$ cat src/rtl/restoring_divider_pkg.sv
// Shared definitions for the restoring divider: FSM state encoding and the
// all-ones quotient returned on divide-by-zero (slice it to the datapath width).
package restoring_divider_pkg;

  typedef enum logic [1:0] {
    ST_IDLE = 2'd0,
    ST_RUN  = 2'd1,
    ST_DONE = 2'd2
  } state_e;

  // Widest datapath the divide-by-zero constant can serve.
  localparam int unsigned MAX_WIDTH = 64;

  // Divide-by-zero quotient; use DIV_ZERO_QUOTIENT[WIDTH-1:0].
  localparam logic [MAX_WIDTH-1:0] DIV_ZERO_QUOTIENT = '1;

endpackage

$ cat src/rtl/restoring_divider_sub_nbit.sv
// N-bit subtractor a - b computed as a + ~b + 1 using 4-bit carry-lookahead
// slices chained by carry. The final carry-out is the not-borrow flag (a >= b).
// Ports:
//   a_i         minuend
//   b_i         subtrahend
//   diff_o      a - b modulo 2^N
//   no_borrow_o carry-out of the chain
module restoring_divider_sub_nbit #(
  parameter int unsigned N = 17
) (
  input  logic [N-1:0] a_i,
  input  logic [N-1:0] b_i,
  output logic [N-1:0] diff_o,
  output logic         no_borrow_o
);

  localparam int unsigned NSL = (N + 3) / 4;
  localparam int unsigned PW  = NSL * 4;

  logic [PW-1:0] a_ext;
  logic [PW-1:0] b_inv;
  logic [PW-1:0] g;
  logic [PW-1:0] p;
  logic [NSL:0]  carry;
  logic [N-1:0]  c_bit;

  // Zero padding above bit N-1 passes the slice carry straight through.
  assign a_ext    = PW'(a_i);
  assign b_inv    = ~(PW'(b_i));
  assign g        = a_ext & b_inv;
  assign p        = a_ext ^ b_inv;
  assign carry[0] = 1'b1;

  for (genvar s = 0; s < NSL; s++) begin : g_slice
    localparam int unsigned B = 4 * s;

    // Group carry-out of this slice.
    assign carry[s+1] = g[B+3]
                      | (p[B+3] & g[B+2])
                      | (p[B+3] & p[B+2] & g[B+1])
                      | (p[B+3] & p[B+2] & p[B+1] & g[B])
                      | (p[B+3] & p[B+2] & p[B+1] & p[B] & carry[s]);

    // Per-bit lookahead carries, only for bits that reach the result.
    for (genvar j = 0; j < 4; j++) begin : g_bit
      if (B + j < N) begin : g_used
        if (j == 0) begin : g_c0
          assign c_bit[B] = carry[s];
        end else if (j == 1) begin : g_c1
          assign c_bit[B+1] = g[B] | (p[B] & carry[s]);
        end else if (j == 2) begin : g_c2
          assign c_bit[B+2] = g[B+1] | (p[B+1] & g[B]) | (p[B+1] & p[B] & carry[s]);
        end else begin : g_c3
          assign c_bit[B+3] = g[B+2] | (p[B+2] & g[B+1]) | (p[B+2] & p[B+1] & g[B])
                            | (p[B+2] & p[B+1] & p[B] & carry[s]);
        end
      end
    end
  end

  assign diff_o      = p[N-1:0] ^ c_bit;
  assign no_borrow_o = carry[NSL];

endmodule

$ cat src/rtl/restoring_divider.sv
// Multi-cycle restoring divider: one quotient bit per cycle, start/busy/done
// handshake, results held until the next accepted start.
// Optional feature: define DIVIDER_SIGNED_EN for two's-complement operands
// (truncating division; sign fix-up folded into the DONE register load).
// Ports:
//   clk_i, reset_i        clock, synchronous active-high reset
//   start_i               request, accepted whenever not busy
//   dividend_i/divisor_i  operands, sampled with an accepted start
//   busy_o                high while iterating
//   done_o                one-cycle pulse when results are valid
//   quotient_o/remainder_o results; div_by_zero_o flags a zero divisor
module restoring_divider
  import restoring_divider_pkg::*;
#(
  parameter int unsigned WIDTH = 16
) (
  input  logic             clk_i,
  input  logic             reset_i,
  input  logic             start_i,
  input  logic [WIDTH-1:0] dividend_i,
  input  logic [WIDTH-1:0] divisor_i,
  output logic             busy_o,
  output logic             done_o,
  output logic [WIDTH-1:0] quotient_o,
  output logic [WIDTH-1:0] remainder_o,
  output logic             div_by_zero_o
);

  localparam int unsigned CW = $clog2(WIDTH + 1);
  localparam int unsigned RW = WIDTH + 1;

  if ((WIDTH % 4) != 0 || WIDTH < 4 || WIDTH > MAX_WIDTH) begin : g_bad_width
    $error("restoring_divider: WIDTH must be a multiple of 4 in [4, MAX_WIDTH]");
  end

  state_e           state_q, state_d;
  logic [CW-1:0]    count_q, count_d;
  logic [RW-1:0]    rem_q, rem_d;
  logic [WIDTH-1:0] shreg_q, shreg_d;
  logic [WIDTH-1:0] divisor_q, divisor_d;
  logic [WIDTH-1:0] quot_q, quot_d;
  logic [WIDTH-1:0] remo_q, remo_d;
  logic             dbz_q, dbz_d;
  logic             busy_q, busy_d;
  logic             done_q, done_d;

  logic [2*WIDTH:0] pair_shift;
  logic [RW-1:0]    r_shift;
  logic [RW-1:0]    sub_diff;
  logic             no_borrow;
  logic [RW-1:0]    iter_rem;
  logic [WIDTH-1:0] iter_quo;
  logic [WIDTH-1:0] dvd_mag;
  logic [WIDTH-1:0] dvs_mag;
  logic [WIDTH-1:0] quot_fix;
  logic [WIDTH-1:0] rem_fix;
  logic             accept;

  // One iteration: shift {remainder, dividend/quotient} left, trial subtract.
  assign pair_shift = {rem_q, shreg_q} << 1;
  assign r_shift    = pair_shift[2*WIDTH:WIDTH];

  restoring_divider_sub_nbit #(
    .N (RW)
  ) u_sub_nbit (
    .a_i         (r_shift),
    .b_i         ({1'b0, divisor_q}),
    .diff_o      (sub_diff),
    .no_borrow_o (no_borrow)
  );

  assign iter_rem = no_borrow ? sub_diff : r_shift;
  assign iter_quo = pair_shift[WIDTH-1:0] | WIDTH'(no_borrow);
  assign accept   = start_i && (state_q != ST_RUN);

`ifdef DIVIDER_SIGNED_EN
  logic neg_quo_q, neg_quo_d;
  logic neg_rem_q, neg_rem_d;

  // Iterate on magnitudes; most-negative maps onto itself as an unsigned value.
  assign dvd_mag  = dividend_i[WIDTH-1] ? (WIDTH'(0) - dividend_i) : dividend_i;
  assign dvs_mag  = divisor_i[WIDTH-1]  ? (WIDTH'(0) - divisor_i)  : divisor_i;
  assign quot_fix = neg_quo_q ? (WIDTH'(0) - iter_quo) : iter_quo;
  assign rem_fix  = neg_rem_q ? (WIDTH'(0) - iter_rem[WIDTH-1:0]) : iter_rem[WIDTH-1:0];
`else
  assign dvd_mag  = dividend_i;
  assign dvs_mag  = divisor_i;
  assign quot_fix = iter_quo;
  assign rem_fix  = iter_rem[WIDTH-1:0];
`endif

  // Next-state and register-load logic.
  always_comb begin
    state_d   = state_q;
    count_d   = count_q;
    rem_d     = rem_q;
    shreg_d   = shreg_q;
    divisor_d = divisor_q;
    quot_d    = quot_q;
    remo_d    = remo_q;
    dbz_d     = dbz_q;
`ifdef DIVIDER_SIGNED_EN
    neg_quo_d = neg_quo_q;
    neg_rem_d = neg_rem_q;
`endif

    case (state_q)
      ST_RUN: begin
        rem_d   = iter_rem;
        shreg_d = iter_quo;
        count_d = count_q - CW'(1);
        if (count_q == CW'(1)) begin
          state_d = ST_DONE;
          quot_d  = quot_fix;
          remo_d  = rem_fix;
        end
      end
      ST_DONE: state_d = ST_IDLE;
      default: ;
    endcase

    // Accept overrides the IDLE hold and the DONE->IDLE return.
    if (accept) begin
      rem_d     = '0;
      shreg_d   = dvd_mag;
      divisor_d = dvs_mag;
      count_d   = CW'(WIDTH);
      dbz_d     = 1'b0;
`ifdef DIVIDER_SIGNED_EN
      neg_quo_d = dividend_i[WIDTH-1] ^ divisor_i[WIDTH-1];
      neg_rem_d = dividend_i[WIDTH-1];
`endif
      if (divisor_i == '0) begin
        state_d = ST_DONE;
        quot_d  = DIV_ZERO_QUOTIENT[WIDTH-1:0];
        remo_d  = dividend_i;
        dbz_d   = 1'b1;
      end else begin
        state_d = ST_RUN;
      end
    end

    busy_d = (state_d == ST_RUN);
    done_d = (state_d == ST_DONE);
  end

  // State and datapath registers.
  always_ff @(posedge clk_i) begin
    if (reset_i) begin
      state_q   <= ST_IDLE;
      count_q   <= '0;
      rem_q     <= '0;
      shreg_q   <= '0;
      divisor_q <= '0;
      quot_q    <= '0;
      remo_q    <= '0;
      dbz_q     <= 1'b0;
      busy_q    <= 1'b0;
      done_q    <= 1'b0;
`ifdef DIVIDER_SIGNED_EN
      neg_quo_q <= 1'b0;
      neg_rem_q <= 1'b0;
`endif
    end else begin
      state_q   <= state_d;
      count_q   <= count_d;
      rem_q     <= rem_d;
      shreg_q   <= shreg_d;
      divisor_q <= divisor_d;
      quot_q    <= quot_d;
      remo_q    <= remo_d;
      dbz_q     <= dbz_d;
      busy_q    <= busy_d;
      done_q    <= done_d;
`ifdef DIVIDER_SIGNED_EN
      neg_quo_q <= neg_quo_d;
      neg_rem_q <= neg_rem_d;
`endif
    end
  end

  assign busy_o        = busy_q;
  assign done_o        = done_q;
  assign quotient_o    = quot_q;
  assign remainder_o   = remo_q;
  assign div_by_zero_o = dbz_q;

endmodule

$ cat config.mk
export PLATFORM = sky130hd
export DESIGN_NAME = restoring_divider
export DESIGN_NICKNAME = d
export VERILOG_FILES = /design/src/rtl/restoring_divider_pkg.sv /design/src/rtl/restoring_divider_sub_nbit.sv /design/src/rtl/restoring_divider.sv
export SDC_FILE = /design/constraint.sdc
export NUM_CORES = 1
export LEC_CHECK = 0
export ABC_AREA = 1
export BUFFER_PORTS_ARGS = -buffer_cell sky130_fd_sc_hd__buf_2
export CORE_MARGIN = 2
export CORE_UTILIZATION = 59
export CTS_BUF_LIST = sky130_fd_sc_hd__clkbuf_8
export DETAILED_ROUTE_END_ITERATION = 10
export HOLD_SLACK_MARGIN = 0.05
export PLACE_DENSITY_LB_ADDON = 0.1
export SYNTH_ARGS = -nofsm -noshare
export SYNTH_HDL_FRONTEND = slang
export SYNTH_HIERARCHICAL = 1
export SYNTH_SLANG_ARGS = --single-unit
$ cat constraint.sdc
create_clock -name clk_i -period 3.2 [get_ports clk_i]
set_input_delay 0.48 -clock clk_i [delete_from_list [all_inputs] [get_ports clk_i]]
set_output_delay 0.48 -clock clk_i [all_outputs]
set_load 0.01 [all_outputs]
**After elaboration in Yosys (flattened, before gate mapping)**

Cells that the tools add are included.

- Bits in registers: 90
- Input port bits: 35

- $add $sub $neg: 1
- Equal/unequal tests: 6
- Mux-type cells: 18
- Bitwise logic cells: 116
- Reductions and logical operators: 4

Operator list:

| kind | number |
|---|---|
| $mux W16 | 11 |
| $and A1 B1 Y1 | 67 |
| $or A1 B1 Y1 | 44 |
| $and A17 B20 Y20 | 1 |
| $not A16 Y20 | 1 |
| $xor A17 B20 Y20 | 1 |
| $logic_not A16 Y1 | 1 |
| $or A16 B1 Y16 | 1 |
| $xor A16 B16 Y16 | 1 |
| $mux W5 | 2 |
| $mux W2 | 3 |
| $eq A5 B1 Y1 const B | 1 |
| $sub A5 B1 Y5 const B | 1 |
| $eq A2 B1 Y1 const B | 2 |
| $eq A2 B2 Y1 const B | 2 |
| $pmux W2 S2 | 1 |
| $ne A2 B1 Y1 const B | 1 |
| $reduce_bool A2 Y1 | 1 |
| $reduce_or A2 Y1 | 1 |
| $logic_and A1 B1 Y1 | 1 |
| $mux W1 | 1 |

**Logic depth before layout (Yosys ltp)**

- Depth in word-level cells: 20
- Gate-level depth with buffers: 25

**Cells and area by module**

Netlist, hierarchy kept.

Modules (own cells, without submodules):

| module | instances | cells each | area an instance (um^2) | seq. area each (um^2) |
|---|---|---|---|---|
| restoring_divider | 1 | 586 | 4007.6 | 1801.7 |
| restoring_divider_sub_nbit | 1 | 133 | 829.5 | 0.0 |

**Worst setup path after synthesis**

Ideal clock, no wire load.

- Path type: register -> register
- Start point: register divisor_q[2]
- End point: register remo_q[11] (netlist: remainder_o[11])
- Setup time: 64 ps
- Arrival: 2490 ps
- Required time: 3136 ps
- Path slack: 646 ps
- Stages on the path, launching flop included: 25
- Period minus slack after synthesis: 2554 ps
- Path through: dfxtp_1 > inv_1 > ha_1 > nand2_1 > nor2_1 > nor2_1 > nand2_1 > nand2_1 > nand2_2 > nand2_2 > nand2_2 > nand2_2 > nand2_2 > nand2_1 > nand2_1 > fa_1 > buf_2 > inv_2 > buf_2 > nand2_1 > nand2_1 > o21ai_1 > nand2_1 > nand2_1 > nor2_1

- Word-level cells in the longest chain between the ends: 20

Ends and longest elaborated chain:

| element | line | text |
|---|---|---|
| start: declaration | restoring_divider.sv:40 | `logic [WIDTH-1:0] divisor_q, divisor_d;` |
| start signal: assignment | restoring_divider.sv:169 | `divisor_q <= divisor_d;` |
| $not A16 Y20 * | restoring_divider_sub_nbit.sv:29 | `assign b_inv = ~(PW'(b_i));` |
| $and A17 B20 Y20 or $xor A17 B20 Y20 (tied branches) | restoring_divider_sub_nbit.sv:30, restoring_divider_sub_nbit.sv:31 |  |
| $and A1 B1 Y1 (on tied branches) | n/a |  |
| $or A1 B1 Y1 (tied with other cells) | restoring_divider_sub_nbit.sv:39 | `\| (p[B+3] & g[B+2])` |
| $or A1 B1 Y1 or $and A1 B1 Y1 (tied branches) | restoring_divider_sub_nbit.sv:40, restoring_divider_sub_nbit.sv:41 |  |
| $or A1 B1 Y1 | restoring_divider_sub_nbit.sv:41 | `\| (p[B+3] & p[B+2] & p[B+1] & g[B])` |
| $or A1 B1 Y1 * | restoring_divider_sub_nbit.sv:42 | `\| (p[B+3] & p[B+2] & p[B+1] & p[B] & carry[s]);` |
| $and A1 B1 Y1 * | restoring_divider_sub_nbit.sv:42 |  |
| [4 not listed] | n/a |  |
| $or A1 B1 Y1 | restoring_divider_sub_nbit.sv:42 |  |
| $and A1 B1 Y1 | restoring_divider_sub_nbit.sv:42 |  |
| $or A1 B1 Y1 | restoring_divider_sub_nbit.sv:42 |  |
| $mux W16 * | restoring_divider.sv:72 | `assign iter_rem = no_borrow ? sub_diff : r_shift;` |
| $mux W16 * | restoring_divider.sv:112 | `if (count_q == CW'(1)) begin` |
| $mux W16 * | restoring_divider.sv:107 | `case (state_q)` |
| $mux W16 | restoring_divider.sv:133 | `if (divisor_i == '0) begin` |
| $mux W16 * | restoring_divider.sv:123 | `if (accept) begin` |
| end signal: assignment | restoring_divider.sv:171 | `remo_q <= remo_d;` |
| end: declaration | restoring_divider.sv:42 | `logic [WIDTH-1:0] remo_q, remo_d;` |

Mark *: on every way between the ends. The rest lies on a longest branch, timed or not.
A chain may end at the register's enable or synchronous reset.

**Worst setup path after layout**

- Start point: register divisor_q[2]
- End point: register remo_q[15] (netlist: remainder_o[15])

- Word-level cells in the longest chain between the ends: 20

Ends and longest elaborated chain:

| element | line |
|---|---|
| $not A16 Y20 * | restoring_divider_sub_nbit.sv:29 |
| $and A17 B20 Y20 or $xor A17 B20 Y20 (tied branches) | restoring_divider_sub_nbit.sv:30, restoring_divider_sub_nbit.sv:31 |
| $and A1 B1 Y1 (on tied branches) | n/a |
| $or A1 B1 Y1 (tied with other cells) | restoring_divider_sub_nbit.sv:39 |
| $or A1 B1 Y1 or $and A1 B1 Y1 (tied branches) | restoring_divider_sub_nbit.sv:40, restoring_divider_sub_nbit.sv:41 |
| $or A1 B1 Y1 | restoring_divider_sub_nbit.sv:41 |
| $or A1 B1 Y1 * | restoring_divider_sub_nbit.sv:42 |
| $and A1 B1 Y1 * | restoring_divider_sub_nbit.sv:42 |
| [4 not listed] | n/a |
| $or A1 B1 Y1 | restoring_divider_sub_nbit.sv:42 |
| $and A1 B1 Y1 | restoring_divider_sub_nbit.sv:42 |
| $or A1 B1 Y1 | restoring_divider_sub_nbit.sv:42 |
| $mux W16 * | restoring_divider.sv:72 |
| $mux W16 * | restoring_divider.sv:112 |
| $mux W16 * | restoring_divider.sv:107 |
| $mux W16 | restoring_divider.sv:133 |
| $mux W16 * | restoring_divider.sv:123 |

Marked as above.

==> impl_metrics.prom <==
# TYPE chip_impl_metric gauge
chip_impl_info{name="status",value="finished clean"} 1
chip_impl_info{name="critical_path.top_delay_family",value="simple AND/OR/NAND/NOR gates"} 1
chip_impl_metric{name="vias",unit=""} 4548
chip_impl_metric{name="netlist_area",unit="sq um"} 4837
chip_impl_metric{name="globalplace.congestion",unit=""} 0.8927
chip_impl_info{name="hp-class",value="primary input to flop"} 1
chip_impl_metric{name="drcViolationCount",unit=""} 0
chip_impl_metric{name="htree_levels",unit=""} 3
chip_impl_metric{name="worst_skew_pair.late_latency",unit="ns"} 0.35
chip_impl_metric{name="drive_above_1_share",unit="%"} 14.56
chip_impl_info{name="setup_repair_after_global_routing_missed_its_margin",value="false"} 1
chip_impl_metric{name="preCtsSetupSlack",unit="ns"} 0.3335
chip_impl_info{name="crit_slowest_cell",value="sky130_fd_sc_hd__fa_1"} 1
chip_impl_metric{name="detail-route-antenna-nets",unit=""} 0
chip_impl_metric{name="cp.required",unit="ns"} 3.49
chip_impl_metric{name="setup_tns",unit="ns"} 0
chip_impl_metric{name="grt_start_max_net_pins",unit=""} 54
chip_impl_metric{name="critical_path.max_fanout",unit=""} 17
chip_impl_metric{name="finalMaxSlewViolations",unit=""} 0
chip_impl_metric{name="dieArea",unit="sq um"} 8939
chip_impl_metric{name="fillers",unit=""} 752
chip_impl_metric{name="drt_pre_antenna_iters",unit=""} 6
chip_impl_metric{name="synth.lib_cells_used.distinct",unit=""} 33
chip_impl_metric{name="worst-path-buf-inv",unit=""} 3
chip_impl_metric{name="fp-row-count",unit=""} 33
chip_impl_info{name="yosys_most_used_dff",value="sky130_fd_sc_hd__dfxtp_1"} 1
chip_impl_metric{name="cts_max_path_buffers",unit=""} 2
chip_impl_metric{name="worst_hold_slack",unit="ns"} 0.3690
chip_impl_metric{name="first_pass_grt_wire_length",unit="microns"} 18970
chip_impl_metric{name="layout.cells.non_filler",unit=""} 881
chip_impl_metric{name="synth_enable_flop_cells",unit=""} 0
chip_impl_metric{name="finalHoldViolations",unit=""} 0
chip_impl_metric{name="netlist_instances",unit=""} 719
chip_impl_metric{name="chip_height",unit="microns"} 94.55
chip_impl_metric{name="max_clock_freq",unit="MHz"} 344.6
chip_impl_info{name="cp_common_cell",value="sky130_fd_sc_hd__nand2_1"} 1
chip_impl_metric{name="io_buffers",unit=""} 69
chip_impl_metric{name="routed_wire_length_per_instance",unit="microns"} 13.07
chip_impl_metric{name="synthesis.nets",unit=""} 778
chip_impl_info{name="synth_top_family_by_area",value="simple AND/OR/NAND/NOR gates"} 1
chip_impl_metric{name="synth-compound-area-share",unit="%"} 16.53
chip_impl_metric{name="synth.top_cell.area_share",unit="%"} 37.25
chip_impl_info{name="worstPathCellList",value="inv_1 -> ha_1 -> nand2_1 -> nor2_1 -> nor2_1 -> nand2_1 -> nand2_1 -> nand2_2 -> nand2_2 -> nand2_2 -> nand2_2 -> nand2_2 -> nand2_1 -> nand2_1 -> fa_1 -> inv_2 -> nand2_1 -> nand2_1 -> nand3_1 -> nand2_1 -> inv_1 -> nand2_1 -> nand2_1 -> nor2_1"} 1
chip_impl_metric{name="synth-seq-cells",unit=""} 90
chip_impl_metric{name="initialDrtViolationCount",unit=""} 180
chip_impl_metric{name="grt_use_total",unit="%"} 26.80
chip_impl_metric{name="synthesized_area_divided_by_synthesized_cell_count",unit="sq um"} 6.728
chip_impl_metric{name="finalCoreUtilization",unit="%"} 66.84
chip_impl_metric{name="post_dp_cell_area",unit="sq um"} 5176
chip_impl_metric{name="clock_skew",unit="ns"} 0.01171
chip_impl_metric{name="floorplan.io_pins",unit=""} 70
chip_impl_info{name="critical_path.startpoint_type",value="flop"} 1
chip_impl_metric{name="post_synthesis_adder_cell_area_fraction",unit="%"} 6.829
chip_impl_metric{name="detailed_place_hpwl",unit="microns"} 8303
chip_impl_metric{name="nNetsFinal",unit=""} 830
chip_impl_metric{name="synthesis.yosys.warnings",unit=""} 6
chip_impl_metric{name="vias_in_the_first_global_route",unit=""} 4202
chip_impl_metric{name="clock_sinks",unit=""} 90
chip_impl_metric{name="power.density_cell_area",unit="nW/um^2"} 500.3
chip_impl_metric{name="finalInstanceArea",unit="sq um"} 5409
chip_impl_info{name="critical_path.endpoint_type",value="flop"} 1
chip_impl_metric{name="wirelength",unit="microns"} 11510
chip_impl_metric{name="core_area",unit="sq um"} 8093
chip_impl_metric{name="effective_utilization_at_floorplan",unit="%"} 59.77
chip_impl_metric{name="timing.final.crit_period",unit="ns"} 2.902
chip_impl_info{name="yosys.area.top_type",value="sky130_fd_sc_hd__dfxtp_1"} 1
chip_impl_info{name="synth_area_leaders",value="sky130_fd_sc_hd__dfxtp_1 (37%), sky130_fd_sc_hd__nand2_1 (13%), sky130_fd_sc_hd__inv_1 (8.5%), sky130_fd_sc_hd__o21ai_0 (7.6%), sky130_fd_sc_hd__nor2_1 (7.4%)"} 1
chip_impl_metric{name="timing_worst_slew_pin_value",unit="ns"} 1.162
chip_impl_metric{name="synthToLayoutAreaGrowth",unit="%"} 11.82
chip_impl_metric{name="place_inst",unit=""} 865
chip_impl_info{name="cts_tree",value="built"} 1
chip_impl_metric{name="tritoncts_buffers",unit=""} 9
chip_impl_metric{name="maxSlewHeadroom",unit="%"} 22.42
chip_impl_metric{name="worst_slack",unit="ns"} 0.2977
chip_impl_metric{name="cap_violations",unit=""} 0
chip_impl_metric{name="worst-endpoint-arrival",unit="ns"} 3.20
chip_impl_metric{name="ys_seq_area_share",unit="%"} 37.25
chip_impl_metric{name="critical_path.max_stage_delay",unit="ns"} 0.40
chip_impl_metric{name="synth-xor-area-share",unit="%"} 1.630
chip_impl_metric{name="diodes",unit=""} 0
chip_impl_metric{name="peak_supply_drop",unit="mV"} 0.2733
chip_impl_metric{name="ys_async_sr_fraction",unit="%"} 0
chip_impl_metric{name="synthMuxAreaShare",unit="%"} 0
chip_impl_metric{name="routed_via_density",unit=""} 5.162
chip_impl_info{name="cts_root_buf",value="sky130_fd_sc_hd__clkbuf_8"} 1
chip_impl_metric{name="power.leakage",unit="nW"} 2.818
chip_impl_metric{name="remaining_global_route_overflow",unit=""} 0
chip_impl_metric{name="clk_pin_slew_worst_paths",unit="ns"} 0.09
chip_impl_metric{name="setup_viol",unit=""} 0
chip_impl_metric{name="finalPower",unit="mW"} 2.706
chip_impl_metric{name="post_synth_and_or_nand_nor_area_fraction",unit="%"} 24.83
chip_impl_metric{name="antenna_found_initial",unit=""} 0
chip_impl_metric{name="period_utilization_post_route",unit="%"} 90.70
chip_impl_info{name="path_class",value="flop to flop"} 1
chip_impl_metric{name="cts_stage_hold_buffer_count",unit=""} 0
chip_impl_metric{name="fp.dieW",unit="microns"} 94.55
## final cells by class
type                            instances  area, sq um  share of cell area [%]
Sequential cell                        90         1802                   33.31
Inverter                              115        431.7                   7.981
Tap cell                              105        131.4                   2.429
Clock buffer                           10        137.6                   2.545
Clock inverter                          6        95.09                   1.758
Timing Repair Buffer                   76        397.9                   7.356
Multi-Input combinational cell        479         2414                   44.62
## kinds of logic (layout without fill, tap and decap cells)
logic type                 count (synthesis)  count (layout)
and+or+nand+nor                          292             292
AOI/OAI and AO/OA                        153             153
buffers and inverters                    150             207
DFF                                       90              90
adders and majority gates                 24              24
xor gates and xnor gates                   9               9
other                                      1               1
## report_power, final
part	total [mW]	switching, mW	internal (mW)
combinational	0.596	0.382	0.214
sequential	1.21	0.0346	1.18
clock	0.896	0.426	0.470
total	2.71	0.843	1.86
## tightest hold or removal path, cell delays in order
cell,delay [ns]
sky130_fd_sc_hd__buf_2,0.09
sky130_fd_sc_hd__nor2_1,0.04
sky130_fd_sc_hd__nor2_1,0.08
## synth_stat cells, types with 4 or more instances
library cell	count
sky130_fd_sc_hd__a21oi_1	28
sky130_fd_sc_hd__a31oi_1	16
sky130_fd_sc_hd__buf_2	17
sky130_fd_sc_hd__buf_4	4
sky130_fd_sc_hd__clkbuf_1	11
sky130_fd_sc_hd__dfxtp_1	90
sky130_fd_sc_hd__fa_1	4
sky130_fd_sc_hd__ha_1	20
sky130_fd_sc_hd__inv_1	110
sky130_fd_sc_hd__nand2_1	169
sky130_fd_sc_hd__nand2_2	7
sky130_fd_sc_hd__nand3_1	9
sky130_fd_sc_hd__nor2_1	95
sky130_fd_sc_hd__o21ai_0	73
sky130_fd_sc_hd__o21ai_1	31
sky130_fd_sc_hd__xnor2_1	6
## state kept, by name, indices dropped and copies added, names as in the netlist, 2 cells and up
register and cells:
count_q 5, divisor_q 16, quotient_o 16, rem_q 16, remainder_o 16, shreg_q 16
state_q 2
## placed cells by master, fill, tap and decap left out, types with 3 or more instances in the layout
cell	instances
sky130_fd_sc_hd__o21ai_1	32
sky130_fd_sc_hd__inv_1	110
sky130_fd_sc_hd__a31oi_1	16
sky130_fd_sc_hd__nor2_1	95
sky130_fd_sc_hd__xor2_1	3
sky130_fd_sc_hd__o21ai_0	72
sky130_fd_sc_hd__a21oi_1	28
sky130_fd_sc_hd__dfxtp_1	90
sky130_fd_sc_hd__clkbuf_8	10
sky130_fd_sc_hd__xnor2_1	6
sky130_fd_sc_hd__ha_1	20
sky130_fd_sc_hd__fa_1	4
sky130_fd_sc_hd__nor2_2	3
sky130_fd_sc_hd__inv_2	3
sky130_fd_sc_hd__nand2_1	169
sky130_fd_sc_hd__buf_2	69
sky130_fd_sc_hd__nand3_1	9
sky130_fd_sc_hd__buf_4	7
sky130_fd_sc_hd__nand2_2	7
## routing by layer
layer  GRT usage (%)  wire (microns)
met1           34.01            5271
met2           46.43            5455
met3           4.310             504
met4           8.937             282
met5               0               0
## final timing paths
check | start | to | slack [ns] | depth (start not counted)
setup / recovery | divisor_q[2] | remainder_o[15] | 0.30 | 24
hold / removal | divisor_i[10] | divisor_q[10] | 0.37 | 3
setup reg to reg | divisor_q[2] | remainder_o[15] | 0.30 | 24
hold reg to reg | div_by_zero_o | div_by_zero_o | 0.47 | 2
## timing repair
item / 4_1_cts / 5_1_grt
hold endpoints to repair: 0 / 0
setup buffers: 0 / 0
endpoints found under the setup margin: 0 / 1
resized for setup: 0 / 1
No activity file was read; power rests on OpenSTA's default activity.
